==> config.mk <==
export PLATFORM = sky130hd
export DESIGN_NAME = imm_extend_pipe
export DESIGN_NICKNAME = d
export VERILOG_FILES = /design/src/rtl/imm_pkg.sv /design/src/rtl/imm_extend_core.sv /design/src/rtl/imm_extend_pipe.sv
export SDC_FILE = /design/constraint.sdc
export NUM_CORES = 1
export LEC_CHECK = 0
export BUFFER_PORTS_ARGS = -buffer_cell sky130_fd_sc_hd__buf_2
export CAP_MARGIN = 20
export CORE_MARGIN = 2
export CORE_UTILIZATION = 31
export CTS_CLUSTER_DIAMETER = 200
export CTS_CLUSTER_SIZE = 40
export DETAILED_ROUTE_END_ITERATION = 8
export PLACE_DENSITY = 0.61
export SLEW_MARGIN = 25
export SYNTH_ARGS = -nofsm -noshare
export SYNTH_HDL_FRONTEND = slang
export SYNTH_HIERARCHICAL = 1
export SYNTH_SLANG_ARGS = --single-unit
==> constraint.sdc <==
create_clock -name clk -period 2.6 [get_ports clk]
set_input_delay 0.13 -clock clk [delete_from_list [all_inputs] [get_ports clk]]
set_output_delay 0.13 -clock clk [all_outputs]
set_load 0.02 [all_outputs]
==> src/rtl/imm_pkg.sv <==
//------------------------------------------------------------------------------
// Package : imm_pkg
// Shared types and default widths for the immediate-extension pipe.
// Revision: 1.0 - initial release
//------------------------------------------------------------------------------
`default_nettype none

package imm_pkg;

   // Extension mode carried alongside each immediate
   typedef enum logic [1:0] {
      SEXT = 2'd0,   // sign-extend
      ZEXT = 2'd1,   // zero-extend
      BOFF = 2'd2,   // sign-extend then scale by 4 (branch word offset)
      UPPR = 2'd3    // immediate placed in the top bits
   } imm_mode_t;

   // Occupancy of the output/skid register pair
   typedef enum logic [1:0] {
      ST_EMPTY = 2'd0,
      ST_ONE   = 2'd1,
      ST_TWO   = 2'd2
   } pipe_state_t;

   localparam int IMM_IN_W  = 15;
   localparam int IMM_OUT_W = 32;

endpackage : imm_pkg

`default_nettype wire

==> src/rtl/imm_extend_core.sv <==
//------------------------------------------------------------------------------
// Module  : imm_extend_core
// Purely combinational immediate extender (imm, mode -> ext).
// Revision: 1.0 - initial release
//------------------------------------------------------------------------------
`default_nettype none

module imm_extend_core
   import imm_pkg::*;
#(
   parameter int IN_W  = IMM_IN_W,
   parameter int OUT_W = IMM_OUT_W
) (
   input  logic [IN_W-1:0]  imm_i,
   input  logic [1:0]       mode_i,
   output logic [OUT_W-1:0] ext_o
);

   logic [OUT_W-1:0] sext_w;
   logic [OUT_W-1:0] zext_w;
   logic [OUT_W-1:0] boff_w;
   logic [OUT_W-1:0] uppr_w;

   assign sext_w = {{(OUT_W-IN_W){imm_i[IN_W-1]}}, imm_i};
   assign zext_w = {{(OUT_W-IN_W){1'b0}}, imm_i};
   // Upper bits shifted out of the sign-extended value are redundant sign copies
   assign boff_w = {sext_w[OUT_W-3:0], 2'b00};
   assign uppr_w = {imm_i, {(OUT_W-IN_W){1'b0}}};

   // Select the extension flavour requested by the mode field
   always_comb begin
      ext_o = sext_w;
      case (imm_mode_t'(mode_i))
         SEXT:    ext_o = sext_w;
         ZEXT:    ext_o = zext_w;
         BOFF:    ext_o = boff_w;
         UPPR:    ext_o = uppr_w;
         default: ext_o = sext_w;
      endcase
   end

endmodule : imm_extend_core

`default_nettype wire

==> src/rtl/imm_extend_pipe.sv <==
//------------------------------------------------------------------------------
// Module  : imm_extend_pipe
// Valid/ready pipe stage that registers the extended immediate.
// Build option: IMM_EXTEND_SKID_EN adds a skid register so in_ready is
// registered and throughput is kept under backpressure; without it a single
// output register is used and in_ready = !out_valid || out_ready.
// Revision: 1.0 - initial release
//------------------------------------------------------------------------------
`default_nettype none

module imm_extend_pipe
   import imm_pkg::*;
#(
   parameter int IN_W  = IMM_IN_W,
   parameter int OUT_W = IMM_OUT_W
) (
   input  logic             clk,
   input  logic             rst_n,
   input  logic             in_valid,
   output logic             in_ready,
   input  logic [IN_W-1:0]  imm,
   input  logic [1:0]       mode,
   output logic             out_valid,
   input  logic             out_ready,
   output logic [OUT_W-1:0] ext_imm
);

   // BOFF needs two spare bits above the immediate to stay meaningful
   if (OUT_W < IN_W + 2) begin : g_bad_width
      $error("imm_extend_pipe: OUT_W must be >= IN_W+2");
   end

   pipe_state_t      state_q, state_d;
   logic [OUT_W-1:0] out_q, out_d;
   logic             out_valid_q, out_valid_d;
   logic [OUT_W-1:0] ext_w;
   logic             in_xfer_w;
   logic             out_xfer_w;

   // Extension happens on the input side so mode is captured at acceptance
   imm_extend_core #(
      .IN_W  (IN_W),
      .OUT_W (OUT_W)
   ) u_core (
      .imm_i  (imm),
      .mode_i (mode),
      .ext_o  (ext_w)
   );

`ifdef IMM_EXTEND_SKID_EN
   logic [OUT_W-1:0] skid_q, skid_d;
   logic             in_ready_q;

   assign in_ready = in_ready_q;
`else
   // Holds in_ready low until the first clock edge after reset release
   logic             alive_q;

   assign in_ready = alive_q && (!out_valid_q || out_ready);
`endif

   assign in_xfer_w  = in_valid && in_ready;
   assign out_xfer_w = out_valid_q && out_ready;
   assign out_valid  = out_valid_q;
   assign ext_imm    = out_q;

   // Next-state and datapath steering for the output/skid registers
   always_comb begin
      state_d = state_q;
      out_d   = out_q;
`ifdef IMM_EXTEND_SKID_EN
      skid_d  = skid_q;
`endif
      case (state_q)
         ST_EMPTY: begin
            if (in_xfer_w) begin
               out_d   = ext_w;
               state_d = ST_ONE;
            end
         end
         ST_ONE: begin
`ifdef IMM_EXTEND_SKID_EN
            if (in_xfer_w && out_xfer_w) begin
               out_d = ext_w;
            end else if (in_xfer_w) begin
               skid_d  = ext_w;
               state_d = ST_TWO;
            end else if (out_xfer_w) begin
               state_d = ST_EMPTY;
            end
`else
            // An accept in ONE implies the held result leaves the same cycle
            if (in_xfer_w) begin
               out_d = ext_w;
            end else if (out_xfer_w) begin
               state_d = ST_EMPTY;
            end
`endif
         end
         ST_TWO: begin
`ifdef IMM_EXTEND_SKID_EN
            if (out_xfer_w) begin
               out_d   = skid_q;
               state_d = ST_ONE;
            end
`else
            state_d = ST_EMPTY;
`endif
         end
         default: state_d = ST_EMPTY;
      endcase
      out_valid_d = (state_d != ST_EMPTY);
   end

   // State and data registers; reset discards anything held
   always_ff @(posedge clk or negedge rst_n) begin
      if (!rst_n) begin
         state_q     <= ST_EMPTY;
         out_q       <= '0;
         out_valid_q <= 1'b0;
`ifdef IMM_EXTEND_SKID_EN
         skid_q      <= '0;
         in_ready_q  <= 1'b0;
`else
         alive_q     <= 1'b0;
`endif
      end else begin
         state_q     <= state_d;
         out_q       <= out_d;
         out_valid_q <= out_valid_d;
`ifdef IMM_EXTEND_SKID_EN
         skid_q      <= skid_d;
         in_ready_q  <= (state_d != ST_TWO);
`else
         alive_q     <= 1'b1;
`endif
      end
   end

endmodule : imm_extend_pipe

`default_nettype wire
==> summary.txt, run 1 <==
Outcome
  – Outcome: complete, no violations

Synthesis
  – Post-synthesis cell type with the largest combined area: dfrtp_1
  – Warning count from the yosys run: 6
  – Synthesized Nets: approximately 140
  – Number of storage elements in the synthesis netlist: 36
  – Mean cell area of the mapped netlist: 15.1 um2
  – Synth Cell Area: 1810 um2
  – Count of cell types in the netlist: 23
  – Number of cells produced by synthesis: 120
  – Sequential area share after synthesis: between 40% and 50%
  – Fraction of synthesized cell area taken by the top area cell type: 49.8%
  – Top area cells in the synthesized netlist: dfrtp_1 50%, mux2_4 23%, a21o_1 5.8%, a22o_2 5.5%, buf_6 3.7%

Setup path
  – Critical Setup Path Class: flop to flop
  – CP Capture Type: flop
  – Critical path peak fanout: 34
  – Reg2Reg Setup Slack: about 1.1 ns
  – Endpoint of the lowest-slack register-to-register path: ext_imm[20]
  – Number of cells traversed by the worst register-to-register path: 4
  – Arrival @ worst endpoint: 1.71 ns
  – Worst path required time: around 2.8 ns
  – Startpoint types: flop
  – Worst flop-to-flop path startpoint: out_valid

Final layout
  – Sequential cell area: ~900 um2
  – Nets: 197
  – Number of fill cells: approximately 540
  – Area of combinational cells with multiple inputs: 831 um2
  – Layout Area Growth over Synthesis: 22.9%
  – Layout cell share with drive strength beyond 1: around 63%
  – Antenna diode instance count: 0

Power
  – Max rail drop VDD: approximately 0.21 mV
  – Pwr Density: approximately 780 nW/um2
  – P_leak: ~0.0013 uW

Timing
  – Worst relative slew slack: 48.3%
  – Max Clock Freq: between 0.6 and 0.7 GHz
  – Final Hold Fails: 0
  – Unrepaired setup endpoints after global routing: no
  – Final period utilization: about 59%
  – Final critical-path setup slack: about 1.1 ns
  – Fin crit period: between 1.5 and 2 ns
  – Pins Over Slew Limit: 0
  – Clk_skew: approximately 0.0055 ns
  – Slew at the pin closest to its max-slew limit: between 0.7 and 0.8 ns
  – Final total negative setup slack: 0 ns
  – # setup viols final: 0

Hold path
  – Worst hold path stage count: 4
  – Min-delay worst type: input port to flop
  – Worst Hold End: out_valid
  – Hold_sp: out_ready

Die
  – Site row count: 27
  – I/O pin count: 55
  – Starting density of the core: 32.5%
  – Standard cell core area: 5570 um2
  – X dimension of the die: between 80 and 90 um
  – Vertical die dimension: 80.4 um
  – Total die area: 6470 um2

Clocking
  – CTS Sinks: 36
  – Clock transition at the registers of the reported paths: about 0.07 ns
  – Maximum buffer depth of the clock tree: 2
  – Worst-Skew Late Latency: between 0.2 and 0.3 ns
  – CTS H-Tree Depth: 2
  – Clk root buf: clkbuf_8
  – Total clock buffers created by CTS: 5
  – Clock tree from TritonCTS: yes

Global route
  – Global-route wire length before repair: about 6000 um
  – Antenna violations before repair: 0
  – Maximum number of pins on one net before global-route repair: 37
  – Remaining Overflow, GRT: 0
  – Via count of the first global-routing pass: ~1200
  – GR Util All Layers: 12.3%

Placed design
  – Post-place setup slack: 1.07 ns
  – Dpl hpwl: 2630 um
  – PortBufs: 54
  – Routability Congestion: 0.764

Detailed routing
  – Detailed-route vias per instance: 4.50
  – Final ANT Viol Nets: 0
  – Via Count: 1120
  – Iter 0 DRT Violations: 43
  – First-pass DRT Iterations: 4
  – DR DRC count: 0
  – Routed WL: approximately 3600 um
  – Wire length per cell after detailed routing: 14.4 um

Job
  – # Max-Cap Violations: 0
## final cells by class
type	instances	area share, %
flip-flops and latches	36	40.5
multi-input cells	76	37.3
repair buffers	56	12.9
well taps	72	4.05
clock buffers	5	3.09
clock inverters	3	1.91
inverters	1	0.169
## worst max-delay path, stage by stage (launching register included)
cell and delay [ns]:
dfrtp_1 0.38, nand2b_2 0.09, nand4b_4 0.08, buf_4 0.47
mux2_2 0.40
## cell usage after synthesis
| library cell | count |
|---|---|
| a21boi_0 | 1 |
| nand2_1 | 3 |
| inv_2 | 1 |
| a21o_1 | 14 |
| mux2i_1 | 1 |
| nand4b_4 | 1 |
| and2b_1 | 1 |
| mux2_2 | 4 |
| dfrtp_1 | 36 |
| and2b_2 | 1 |
| a22o_1 | 3 |
| and2_4 | 1 |
| buf_6 | 6 |
| nor2b_2 | 1 |
| nor2_1 | 1 |
| mux2_4 | 28 |
| a22o_2 | 10 |
| conb_1 | 2 |
| nor2b_4 | 1 |
| and2_1 | 1 |
| nand3b_1 | 1 |
| nand2b_2 | 1 |
| buf_4 | 1 |
## how the worst max path moves through the flow
stage / slack, ns / endpoint / start / cells past startpoint
2_1_floorplan: 1.27 / ext_imm[0] / out_valid / 4
5_1_grt: 0.96 / ext_imm[20] / out_valid / 4
4_1_cts: 1.04 / ext_imm[20] / out_valid / 4
3_5_place_dp: 1.07 / ext_imm[19] / out_valid / 4
3_3_place_gp: 1.09 / ext_imm[20] / out_valid / 4
6_report: 1.06 / ext_imm[20] / out_valid / 4
## flip-flops by register name, indices dropped and copies added (netlist names)
signal     cells
ext_imm       32
alive_q        1
state_q        2
out_valid      1
## power breakdown
| group | total [uW] | switching (uW) | internal (uW) |
|---|---|---|---|
| combinational | 508 | 261 | 248 |
| sequential | 732 | 63.6 | 668 |
| clock | 484 | 201 | 284 |
## metal layers
layer  track usage, %  wire (um)  vias up
met1             15.1       1550      539
met5                0          0        -
met3             4.04        193       10
met4             6.78        114        0
li1                 -          -      543
met2             19.0       1740       28
## logic make-up (layout without fill, tap and decap cells)
group                  after synthesis  count (layout)  synth area share [%]
AO/OA/AOI/OAI                       28              28                  13.2
buffers and inverters                8              65                  4.35
flip-flops                          36              36                  49.8
multiplexers                        33              33                  26.3
other                                2               2                 0.415
AND/OR/NAND/NOR                     13              13                  6.01
## placed cells by master, fill, tap and decap left out, drive strengths merged
cell type / instances
a21boi: 1
a21o: 14
a22o: 13
and2: 2
and2b: 2
buf: 55
bufinv: 1
clkbuf: 5
clkinv: 1
clkinvlp: 1
conb: 2
dfrtp: 36
dlygate4sd3: 1
inv: 1
mux2: 32
mux2i: 1
nand2: 3
nand2b: 1
nand3b: 1
nand4b: 1
nor2: 1
nor2b: 2
## timing repair
| action | 4_1_cts | 5_1_grt |
|---|---|---|
| buffers inserted | 0 | 0 |
| endpoints found under the hold margin | 36 | 0 |
| hold buffers | 1 | 0 |
| resized for setup | 0 | 0 |
## metrics by stage
stage	hold WS (ns)	total power [uW]	utilization [%]	cells	instance area, um2
floorplan	-0.166	1080	-	120	1810
global placement	0.254	1250	37.7	240	2100
detailed placement	0.257	1250	37.7	240	2100
CTS	0.156	1750	39.9	249	2220
global route	0.183	1820	39.9	249	2220
finish	0.160	1720	39.9	249	2220
Note: power is estimated with default switching activity, not from simulation.
==> run 2, diff against run 1 <==
Settings changed: ABC_AREA set to 1, PLACE_DENSITY 0.61 to 0.62.
Clock period 2.6 ns to 1.3 ns, I/O delays scaled along.
==> run 2 against run 1 <==
Compared with the run above:
- core utilization down 0.11 points
- area after synthesis grew 8.3%
- register-to-register slack worse by 0.86 ns
- highest routed layer unchanged
- non-clock buffer count is 8 higher
- global-route usage grew 3.0 points
- cell count increased by 47%
- sequential cell count did not move
- sequential share of layout area is 2.9 points lower
==> summary.txt, run 2 <==
Synthesis
  – Post-synthesis cell type with the largest combined area: dfrtp_1
  – Synth Cell Area: 1960 um2 (+8.3%)
  – Count of cell types in the netlist: 22 (-4.3%)
  – Mean cell area of the mapped netlist: 8.07 um2 (-47%)
  – Number of storage elements in the synthesis netlist: 36 (unchanged)
  – Synthesized Nets: 264 (+87%)
  – Fraction of synthesis flops using an asynchronous set or reset pin: 100% (unchanged)
  – Number of cells produced by synthesis: 243 (+100%)
  – Fraction of synthesized cell area taken by the top area cell type: 45.9% (-3.8 points)
  – Most used flip-flop cell after synthesis: dfrtp_1
  – Top area cells in the synthesized netlist: dfrtp_1 46%, nand2_1 16%, nand4_1 10%, nand3_1 9.4%, buf_2 3.3%
  – Synth top cells by count: 86 x nand2_1, 37 x nand3_1, 36 x dfrtp_1
  – Leading cell type by number of instances after synthesis: nand2_1
  – Post-synth EDFFs: 0 (unchanged)
  – Sequential area share after synthesis: 45.9% (-3.8 points)
  – Warning count from the yosys run: 6 (unchanged)

Final layout
  – Final instance area: 2400 um2 (+7.8%)
  – Nets: 313 (+59%)
  – Max FFs per register: 32 (unchanged)
  – Layout Area Growth over Synthesis: 22.3%
  – Most frequent standard cell in the layout excluding fill and tap cells: nand2_1
  – Layout cell share with drive strength beyond 1: 28.4% (-35 points)
  – Number of standard cells in the layout, taps in and fillers out: 367 (+47%)
  – Number of fill cells: 653 (+22%)
  – Most frequent cells in the layout: 86 x nand2_1, 54 x buf_2, 37 x nand3_1
  – Antenna diode instance count: 0 (unchanged)

Timing
  – Fin crit period: around 1.1 ns
  – Unrepaired setup endpoints after global routing: no
  – Pins Over Slew Limit: 0 (unchanged)
  – # setup viols final: 0 (unchanged)
  – Clk_skew: 0.00318 ns (-0.00231 ns)
  – Worst slack on hold paths: 0.0849 ns (-0.0750 ns)
  – Final period utilization: a little under nine tenths
  – Max Clock Freq: 0.897 GHz
  – Final Hold Fails: 0 (unchanged)
  – Final total negative setup slack: 0 ns (unchanged)

Detailed routing
  – First-pass DRT Iterations: 4 (unchanged)
  – Iter 0 DRT Violations: 104 (+140%)
  – Wire length per cell after detailed routing: 13.6 um (-6.0%)
  – Final ANT Viol Nets: 0 (unchanged)
  – Routed WL: 4980 um (+39%)
  – Detailed-route vias per instance: 5.02 (+12%)
  – DR DRC count: 0 (unchanged)
  – Via Count: 1844 (+65%)

Outcome
  – Outcome: complete, no violations

Setup path
  – Cell-by-cell listing of the critical path: a21boi_0, buf_2
  – Maximum single-stage delay on the critical path: 0.41 ns (-0.06 ns)
  – Slowest cell on the critical path: dfrtp_1
  – Reg2Reg Setup Slack: 0.20 ns (-0.86 ns)
  – Worst path required time: 1.24 ns (-1.53 ns)
  – Critical path peak fanout: 4 (-88%)
  – Critical Setup Path Class: flop to primary output
  – Startpoint types: flop
  – Arrival @ worst endpoint: 1.05 ns (-0.66 ns)
  – CP Capture Type: primary output

Clocking
  – CTS Sinks: 36 (unchanged)
  – Total clock buffers created by CTS: 5 (unchanged)
  – Clock tree from TritonCTS: yes
  – CTS H-Tree Depth: 2 (unchanged)
  – Clk root buf: clkbuf_8
  – Worst-Skew Late Latency: 0.29 ns (about the same)
  – Maximum buffer depth of the clock tree: 2 (unchanged)
  – Clock transition at the registers of the reported paths: 0.07 ns (about the same)

Global route
  – Met2 demand-to-capacity share in global routing: 23.1% (+4.1 points)
  – Global-route met3 utilization: 3.86% (-0.19 points)
  – Busiest grt layer: met2
  – GR Util All Layers: 15.4% (+3.0 points)
  – Antenna violations before repair: 0 (unchanged)
  – Remaining Overflow, GRT: 0 (unchanged)
  – Met1 routing resource usage after global routing: 21.8% (+6.7 points)
  – Maximum number of pins on one net before global-route repair: 37 (unchanged)
  – Global-route wire length before repair: 8750 um (+47%)
  – Via count of the first global-routing pass: 1774 (+53%)

Placed design
  – Routability Congestion: 0.872 (+14%)
  – Placed Area: 2290 um2 (+9.0%)
  – Number of cells in the design after placement: 359 (+50%)
  – Dpl hpwl: 3670 um (+40%)
  – PortBufs: 54 (unchanged)

Job
  – # Max-Cap Violations: 0 (unchanged)

Hold path
  – Min-delay worst type: input port to flop

Die
  – X dimension of the die: 83.5 um (+3.9%)
  – Starting density of the core: 32.5% (+0.057 points)
  – I/O pin count: 55 (unchanged)
  – Total die area: 6980 um2 (+7.9%)
  – Vertical die dimension: 83.5 um (+3.9%)
  – Site row count: 28 (+3.7%)
  – Standard cell core area: 6030 um2 (+8.1%)

Power
  – P_leak: 0.00136 uW (+6.3%)
  – Pwr Density: 1300 nW/um2 (+67%)
  – Max rail drop VDD: 0.562 mV (+170%)
[run 2: changes by cell type after synthesis, moves of 13 or more]
cell     change
mux2_4      -28
nand2_1     +83
a21o_1      -14
nand4_1     +32
nand3_1     +37
buf_2       +13
[run 2: worst max-delay path, delay by kind of cell (launching register included)]
kind | cells | cell delay, ns
buf+inv | 1 | 0.18
compound gates | 1 | 0.17
flops | 1 | 0.41
[run 2: what timing repair did]
item / CTS / global route
hold buffers: 1 / 0
setup buffers: 0 / 0
endpoints found under the hold margin: 36 / 0
gates resized for setup: 0 / 0
[run 2: report_power, final]
group / switching, uW / leakage [uW] / total (uW) / internal, uW
clock: 378 / 0.0000503 / 850 / 472
combinational: 573 / 0.000848 / 865 / 292
sequential: 95.3 / 0.000462 / 1390 / 1300
total: 1050 / 0.00136 / 3110 / 2060
[run 2: per-stage QoR]
step / total power, uW / setup slack, ns / util, %
CTS: 3160 / 0.160 / 39.8
global placement: 2280 / 0.211 / 38.0
floorplan: 1950 / 0.179 / -
global route: 3310 / 0.0800 / 39.8
detailed placement: 2300 / 0.198 / 38.0
finish: 3110 / 0.185 / 39.8
[run 2: area by class of cell]
cell class	count	area [um2]	area share [%]
sequential	36	901	37.6
multi-input combinational	176	876	36.5
timing repair buffer	64	398	16.6
clock buffer	7	96.3	4.02
tap	75	93.8	3.91
inverter	9	33.8	1.41
[run 2: final timing paths]
kind	from	endpoint	depth (start not counted)
max reg2reg	state_q[1]	ext_imm[23]	5
max	out_valid	in_ready	2
min reg2reg	ext_imm[24]	ext_imm[24]	2
min in group asynchronous	rst_n	ext_imm[16]	3
min	out_ready	out_valid	4
max in group asynchronous	rst_n	ext_imm[7]	3
[run 2: routing by layer]
| metal | vias up | part of all wire [%] |
|---|---|---|
| met2 | 51 | 46 |
| li1 | 911 | - |
| met3 | 5 | 5.6 |
| met4 | 0 | 1.5 |
| met1 | 877 | 46 |
| met5 | - | 0 |
[run 2: logic make-up after synthesis]
logic type / share of synthesized area (%)
compound gates: 3.38
buf+inv: 9.38
simple gates: 40.9
flops: 45.9
other cells: 0.383
